==> src/rtl/mem_port_arbiter.sv <==
// Single-port memory arbiter for instruction fetch, load/store and debug requesters.
// One transaction in flight: IDLE (arbitrate) -> ISSUE (mem_en) -> WAIT (latency) -> RESP.
module mem_port_arbiter #(
  parameter int ADDR_WIDTH  = 32,
  parameter int DATA_WIDTH  = 32,
  parameter int MEM_LATENCY = 1
) (
  input  logic                  clk,
  input  logic                  reset,

  input  logic                  if_req_valid,
  output logic                  if_req_ready,
  input  logic [ADDR_WIDTH-1:0] if_req_addr,
  output logic                  if_rsp_valid,

  input  logic                  ls_req_valid,
  output logic                  ls_req_ready,
  input  logic [ADDR_WIDTH-1:0] ls_req_addr,
  input  logic                  ls_req_we,
  input  logic [DATA_WIDTH-1:0] ls_req_wdata,
  input  logic [3:0]            ls_req_wstrb,
  output logic                  ls_rsp_valid,

  input  logic                  dbg_req_valid,
  output logic                  dbg_req_ready,
  input  logic [ADDR_WIDTH-1:0] dbg_req_addr,
  input  logic                  dbg_req_we,
  input  logic [DATA_WIDTH-1:0] dbg_req_wdata,
  input  logic [3:0]            dbg_req_wstrb,
  output logic                  dbg_rsp_valid,

  output logic [DATA_WIDTH-1:0] rsp_rdata,

  output logic                  mem_en,
  output logic                  mem_we,
  output logic [ADDR_WIDTH-3:0] mem_addr,
  output logic [DATA_WIDTH-1:0] mem_wdata,
  output logic [3:0]            mem_wstrb,
  input  logic [DATA_WIDTH-1:0] mem_rdata,

  output logic                  busy
);

  localparam int WA_W  = ADDR_WIDTH - 2;
  localparam int CNT_W = 4;
  localparam logic [CNT_W-1:0] LAT = CNT_W'(MEM_LATENCY);

  typedef enum logic [1:0] {IDLE, ISSUE, WAIT, RESP} state_t;
  typedef enum logic [1:0] {G_IF, G_LS, G_DBG} gnt_t;

  typedef struct packed {
    logic                  we;
    logic [WA_W-1:0]       addr;
    logic [DATA_WIDTH-1:0] wdata;
    logic [3:0]            wstrb;
  } req_t;

  state_t                state_q, state_d;
  gnt_t                  gnt_q, gnt_d;
  gnt_t                  rr_last_q, rr_last_d;
  req_t                  req_q, req_d;
  logic [CNT_W-1:0]      cnt_q, cnt_d;
  logic [DATA_WIDTH-1:0] rdata_q, rdata_d;

  logic win_vld;
  gnt_t win;
  req_t req_sel;

  // Byte-offset bits are intentionally discarded: accesses are word-aligned.
  logic unused_addr_lsbs;
  assign unused_addr_lsbs = ^{if_req_addr[1:0], ls_req_addr[1:0], dbg_req_addr[1:0]};

  // Arbitration: dbg absolute, if/ls round-robin against the last if/ls grant.
  always_comb begin
    win_vld = 1'b0;
    win     = G_IF;
    if (state_q == IDLE && !reset) begin
      if (dbg_req_valid) begin
        win_vld = 1'b1;
        win     = G_DBG;
      end else if (if_req_valid && ls_req_valid) begin
        win_vld = 1'b1;
        win     = (rr_last_q == G_LS) ? G_IF : G_LS;
      end else if (if_req_valid) begin
        win_vld = 1'b1;
        win     = G_IF;
      end else if (ls_req_valid) begin
        win_vld = 1'b1;
        win     = G_LS;
      end
    end
  end

  assign if_req_ready  = win_vld && (win == G_IF);
  assign ls_req_ready  = win_vld && (win == G_LS);
  assign dbg_req_ready = win_vld && (win == G_DBG);

  always_comb begin
    req_sel = '0;
    case (win)
      G_DBG: begin
        req_sel.we    = dbg_req_we;
        req_sel.addr  = dbg_req_addr[ADDR_WIDTH-1:2];
        req_sel.wdata = dbg_req_wdata;
        req_sel.wstrb = dbg_req_wstrb;
      end
      G_LS: begin
        req_sel.we    = ls_req_we;
        req_sel.addr  = ls_req_addr[ADDR_WIDTH-1:2];
        req_sel.wdata = ls_req_wdata;
        req_sel.wstrb = ls_req_wstrb;
      end
      default: begin
        req_sel.addr  = if_req_addr[ADDR_WIDTH-1:2];
      end
    endcase
  end

  always_comb begin
    state_d   = state_q;
    gnt_d     = gnt_q;
    rr_last_d = rr_last_q;
    req_d     = req_q;
    cnt_d     = cnt_q;
    rdata_d   = rdata_q;
    case (state_q)
      IDLE: begin
        if (win_vld) begin
          state_d = ISSUE;
          gnt_d   = win;
          req_d   = req_sel;
          if (win != G_DBG) rr_last_d = win;
        end
      end
      ISSUE: begin
        cnt_d   = LAT;
        state_d = WAIT;
      end
      WAIT: begin
        cnt_d = cnt_q - 1'b1;
        // Last WAIT cycle is exactly MEM_LATENCY cycles after mem_en.
        if (cnt_q == 1) begin
          rdata_d = req_q.we ? '0 : mem_rdata;
          state_d = RESP;
        end
      end
      RESP:    state_d = IDLE;
      default: state_d = IDLE;
    endcase
  end

  always_ff @(posedge clk) begin
    if (reset) begin
      state_q   <= IDLE;
      gnt_q     <= G_IF;
      rr_last_q <= G_LS;
      req_q     <= '0;
      cnt_q     <= '0;
      rdata_q   <= '0;
    end else begin
      state_q   <= state_d;
      gnt_q     <= gnt_d;
      rr_last_q <= rr_last_d;
      req_q     <= req_d;
      cnt_q     <= cnt_d;
      rdata_q   <= rdata_d;
    end
  end

  assign mem_en    = (state_q == ISSUE);
  assign mem_we    = mem_en & req_q.we;
  assign mem_addr  = mem_en ? req_q.addr  : '0;
  assign mem_wdata = mem_en ? req_q.wdata : '0;
  assign mem_wstrb = mem_en ? req_q.wstrb : '0;

  assign if_rsp_valid  = (state_q == RESP) && (gnt_q == G_IF);
  assign ls_rsp_valid  = (state_q == RESP) && (gnt_q == G_LS);
  assign dbg_rsp_valid = (state_q == RESP) && (gnt_q == G_DBG);
  assign rsp_rdata     = rdata_q;
  assign busy          = (state_q != IDLE);

endmodule
==> config.mk <==
export PLATFORM = sky130hd
export DESIGN_NAME = mem_port_arbiter
export DESIGN_NICKNAME = d
export VERILOG_FILES = /design/src/rtl/mem_port_arbiter.sv
export SDC_FILE = /design/constraint.sdc
export NUM_CORES = 1
export LEC_CHECK = 0
export ABC_CLOCK_PERIOD_IN_PS = 3000
export CAP_MARGIN = 20
export CORE_UTILIZATION = 36
export CTS_CLUSTER_SIZE = 10
export DETAILED_ROUTE_END_ITERATION = 10
export PLACE_DENSITY = 0.74
export SLEW_MARGIN = 20
export SYNTH_ARGS = -nofsm -noshare
export SYNTH_HDL_FRONTEND = slang
export SYNTH_SLANG_ARGS = --single-unit
==> constraint.sdc <==
create_clock -name clk -period 3 [get_ports clk]
set_input_delay 0.9 -clock clk [delete_from_list [all_inputs] [get_ports clk]]
set_output_delay 0.9 -clock clk [all_outputs]
set_load 0.01 [all_outputs]
# Yosys cells after proc, flatten, opt, wreduce, memory -nomap -nowiden

Cells that the tools add are included.

Bitwise gates (word level): 1
Divide/modulo/power cells: 0
Multipliers: 0
$add $sub $neg: 1
Reductions and logical operators: 18
Shift-type cells: 0
Equality and inequality tests: 12
Magnitude comparators: 0
Muxes and demuxes: 22

Operators with widths:

| operator                                             | count |
|---|---|
| case mux 36 bit (2 select lines)                     | 1 |
| 2-to-1 mux 32 bit                                    | 2 |
| case mux 30 bit (2 select lines)                     | 1 |
| 2-to-1 mux 30 bit                                    | 1 |
| 2-to-1 mux 1 bit                                     | 9 |
| equality test 2 x 1 -> 1 bit (second input constant) | 4 |
| equality test 2 bit (second input constant)          | 4 |
| logical AND 1 bit                                    | 8 |
| 2-to-1 mux 2 bit                                     | 4 |
| case mux 2 bit (4 select lines)                      | 1 |
| case mux 4 bit (2 select lines)                      | 1 |
| logical NOT 2 bit                                    | 3 |
| != test 2 bit (second input constant)                | 3 |
| AND reduction 2 bit                                  | 3 |
| equality test 4 x 1 -> 1 bit (second input constant) | 1 |
| 2-to-1 mux 4 bit                                     | 1 |
| nonzero test 2 bit                                   | 2 |
| subtractor 4 x 1 -> 4 bit (second input constant)    | 1 |
| AND reduction 3 bit                                  | 1 |
| case mux 1 bit (2 select lines)                      | 1 |
| bitwise AND 1 bit                                    | 1 |
| logical NOT 1 bit                                    | 1 |

Bits in latches: 0
Bits in registers: 109
Output and inout bits: 107
Logic and storage cells: 63
Memory bits (writable): 0
Memories: 0
Memory bits (read-only): 0
Input port bits: 207

# Logic depth before layout (Yosys ltp)

Gate-level depths: netlist of the first run.

Depth after elaboration: 7
Gate-level depth with buffers: 13
Depth with buffers taken out: 9

# Worst setup path after synthesis of the first run

No wires, ideal clock.

Path type: input port to output port
Start point: in reset
End point: out dbg_req_ready
Path buffers: 4
Path slack: -0.214 ns
Required time: 2.100 ns
Stages: 9
Arrival: 2.314 ns
Cells stage by stage: and2b_1 -> buf_4 -> buf_2 -> nand2_1 -> inv_1 -> ha_1 -> buf_4 -> clkbuf_1 -> and3_1

Word-level cells in the longest chain between the ends: 5
Elaborated cells between the ends (all ways): 6
Classes of those cells: eq/ne (1); mux (2); reduce/logical (3)

Ends and longest elaborated chain:

| what                | RTL line | text |
|---|---|---|
| start, declared     | 9        | `input logic reset,` |
| logical NOT 1 bit   | 77       | `if (state_q == IDLE && !reset) begin` |
| logical AND 1 bit   | 77       |  |
| 2-to-1 mux 2 bit    | 77       |  |
| net win[1]          | 66       | `gnt_t win;` |
| equality test 2 bit | 96       | `assign dbg_req_ready = win_vld && (win == G_DBG);` |
| logical AND 1 bit   | 96       |  |
| end, declared       | 25       | `output logic dbg_req_ready,` |

The timed path passes the listed nets, and every way through them passes these cells.

# Worst setup path after layout of the first run

Start point: in reset
End point: out ls_req_ready

Word-level cells in the longest chain between the ends: 5
Elaborated cells between the ends (all ways): 6
Classes of those cells: eq/ne (1); mux (2); reduce/logical (3)

Ends and longest elaborated chain:

| what                         | RTL line | text |
|---|---|---|
| logical NOT 1 bit            | 77       |  |
| logical AND 1 bit            | 77       |  |
| 2-to-1 mux 2 bit             | 77       |  |
| net win[0]                   | 66       |  |
| equality test 2 x 1 -> 1 bit | 95       | `assign ls_req_ready = win_vld && (win == G_LS);` |
| logical AND 1 bit            | 95       |  |
| end, declared                | 17       | `output logic ls_req_ready,` |

The timed path passes the listed nets, and every way through them passes these cells.

==> impl_metrics.ini, run 1 <==
[route]
firstDrtPassIters = 7
drc = 0
drt_iter0_markers = 409
drtAntennaViolNets = 0
wl_per_cell_um = 17.2
wirelength_um = 20300
vias_per_cell = 5.36
via_count = 6333

[global_route]
grt-ovfl-total = 0
antenna_found_initial = 1
grt_pass1_vias = 5759
grt_max_degree = 77
grt_pass1_wl_um = 30700
grt.total_usage_pct = 23.7

[run]
cap_violations = 0

[critical_path]
critPathLaunchType = primary input
crit_chain = buf_2 -> and2b_2 -> o2111ai_4 -> inv_1 -> ha_2 -> and3_4 -> buf_2
critPathMaxStageDelay_ps = 280
cp.required_ps = 2100
cpMaxStageDelayCell = and2b_2
cp_common_cell = buf_2
r2r_start = state_q[0]
cpLargestDelayFamily = simple AND/OR/NAND/NOR gates
startpoint = reset
path_class = in -> out
worstPathBufferInverterCount = 3
critical_path_arrival_ps = 2010
path_max_fanout = 4
end_kind = output port

[power]
power.density_nw_per_um2 = 561
power_leakage_nw = 3.32
fin_total_pwr_mw = 5.32
max-vdd-ir-drop_v = 0.000328

[yosys]
ys.flop_type = dfxtp_1
synth_edf_count = 0
yosys-top-cells-area = dfxtp_1 37%, and2_1 7.3%, a21oi_1 6.1%
avgSynthCellArea_um2 = 8.50
syn-num-nets = 907
ys_async_sr_fraction_pct = 0
syn_area_um2 = 5860
ys_seq_area_share_pct = 37.2
synth_top_area_share_pct = 37.2
synth-seq-cells = 109
yosysUniqueCellTypes = 45
yosys_warnings = 0
synth.largest_area_cell = dfxtp_1
synthCells = 690

[clock_tree]
clk_latency_ps = 360
cts_buffers = 9
root_buffer = clkbuf_16
path_clk_slew_ps = 70
cts_tree = done
clk_path_buf_depth = 2
cts.hold.buffers_added = 0
clock-sinks = 109
cts_max_level = 3

[floorplan]
pin_count = 314
num_rows = 46
die_y_um = 130
floorplan.initialDensity_pct = 36.9
placeableCoreArea_um2 = 15900
die_w_um = 130
die_area_um2 = 16800

[placement]
dpl.hpwl_um = 14200
io_buffers = 307
routabilityCongestion = 0.751
dp.cells = 1166

[final_layout]
syn_to_final_growth_pct = 61.8
drive_above_1_share_pct = 7.46
fillers = 1425
num_antenna_cells = 0
layout.nets = 1179
final_cells = 1181

[timing]
hold_viol = 0
fmaxAchievable_mhz = 344
rsz0062_at_grt = no
period_share_pct = 97.0
setup_viol = 0
post-route-min-period_ps = 2910
tightest_slew_ps = 831
tns_ps = 0
drv_slew = 0
fin_skew_ps = 13.5
max_slew_margin_pct = 44.6

[outcome]
status = finished clean

[worst_hold_path]
hp-class = reg -> reg
hp-start = rsp_rdata[4]
-- worst register-to-register path: cells and delay by family (launching register included) --
family / cells / cell delay, ps
AOI/OAI and AO/OA: 4 / 920
adders and majority gates: 2 / 450
buffers and inverters: 3 / 720
DFF: 1 / 380
and+or+nand+nor: 1 / 250
-- repair_timing --
| item | CTS | global route |
|---|---|---|
| setup buffers | 1 | 0 |
| gates resized for setup | 19 | 1 |
| setup endpoints to repair | 32 | 3 |
| pin swaps | 2 | 1 |
-- registers in the layout, indices dropped and copies added (netlist names) --
register	cells
req_q	67
rsp_rdata	32
cnt_q	4
gnt_q	2
rr_last_q	2
state_q	2
-- report_power, final --
group,leakage (nW),switching (mW),total (mW),internal (mW)
combinational,2.26,1.07,2.08,1.02
sequential,0.887,0.125,1.81,1.69
clock,0.171,0.536,1.43,0.890
-- worst paths after layout --
check	end	cells past startpoint	slack, ps
min	rsp_rdata[4]	2	450
max	ls_req_ready	7	90
min reg2reg	rsp_rdata[4]	2	450
max reg2reg	req_q[39]	10	220
-- kinds of logic after synthesis --
kind of cell	Yosys count	share of synthesized area (%)
compound gates	250	29.7
simple gates	225	22.6
flops	109	37.2
buf+inv	95	8.17
fa+ha+maj	10	2.13
mux	1	0.171
-- through the flow --
stage	worst slack [ps]	cell area [um^2]	util (%)	hold WS, ps
3_3_place_gp	-689	9140	57.5	438
2_1_floorplan	-18.9	5910	-	441
5_1_grt	0.0360	9490	59.7	468
3_5_place_dp	-693	9140	57.5	442
4_1_cts	63.0	9490	59.7	452
6_report	90.4	9490	59.7	448
-- per-layer routing --
layer | track usage (%) | routed length (um)
met5 | 0 | 13
met4 | 7.32 | 332
met3 | 6.40 | 1590
met2 | 40.1 | 9970
met1 | 29.1 | 8410
-- cell type report --
type	count	area, um^2	share of cell area, %
repair buffers	345	3410	35.9
inverters	11	41.3	0.435
multi-input cells	486	3240	34.1
well taps	216	270	2.85
flip-flops and latches	109	2180	23.0
clock buffers	9	225	2.37
clock inverters	5	125	1.32
-- cells in the mapped netlist (3+ instances only) --
cell and number:
dfxtp_1 109, a21oi_1 71, and2_1 68, clkbuf_1 43, o21ai_0 39, nand2_1 38
a22o_1 37, nand4_1 37, nand3b_1 32, nor2_1 31, a2111oi_0 30, a22oi_1 30
a31o_1 30, buf_2 23, buf_4 12, ha_1 10, inv_1 10, and3_1 3
buf_8 3, or3_1 3
-- layout by cell type (no fill, tap or decap), drive strengths merged, types with 32 or more instances in the layout --
master         instances
nand4                 37
and2                  68
clkdlybuf4s50        300
nand3b                32
a22o                  37
dfxtp                109
buf                   41
a21oi                 71
nand2                 39
o21ai                 39
No activity file was read; power rests on OpenSTA's default activity.
==> inputs of run 2 (changes only) <==
--- a/config.mk
+++ b/config.mk
@@ -8,7 +8,7 @@
 export ABC_CLOCK_PERIOD_IN_PS = 3000
 export CAP_MARGIN = 20
 export CORE_UTILIZATION = 36
-export CTS_CLUSTER_SIZE = 10
+export CTS_CLUSTER_SIZE = 12
 export DETAILED_ROUTE_END_ITERATION = 10
 export PLACE_DENSITY = 0.74
 export SLEW_MARGIN = 20
==> results of run 2 <==
Same layout as run 1: the final DEF is identical, and so are final timing and power.
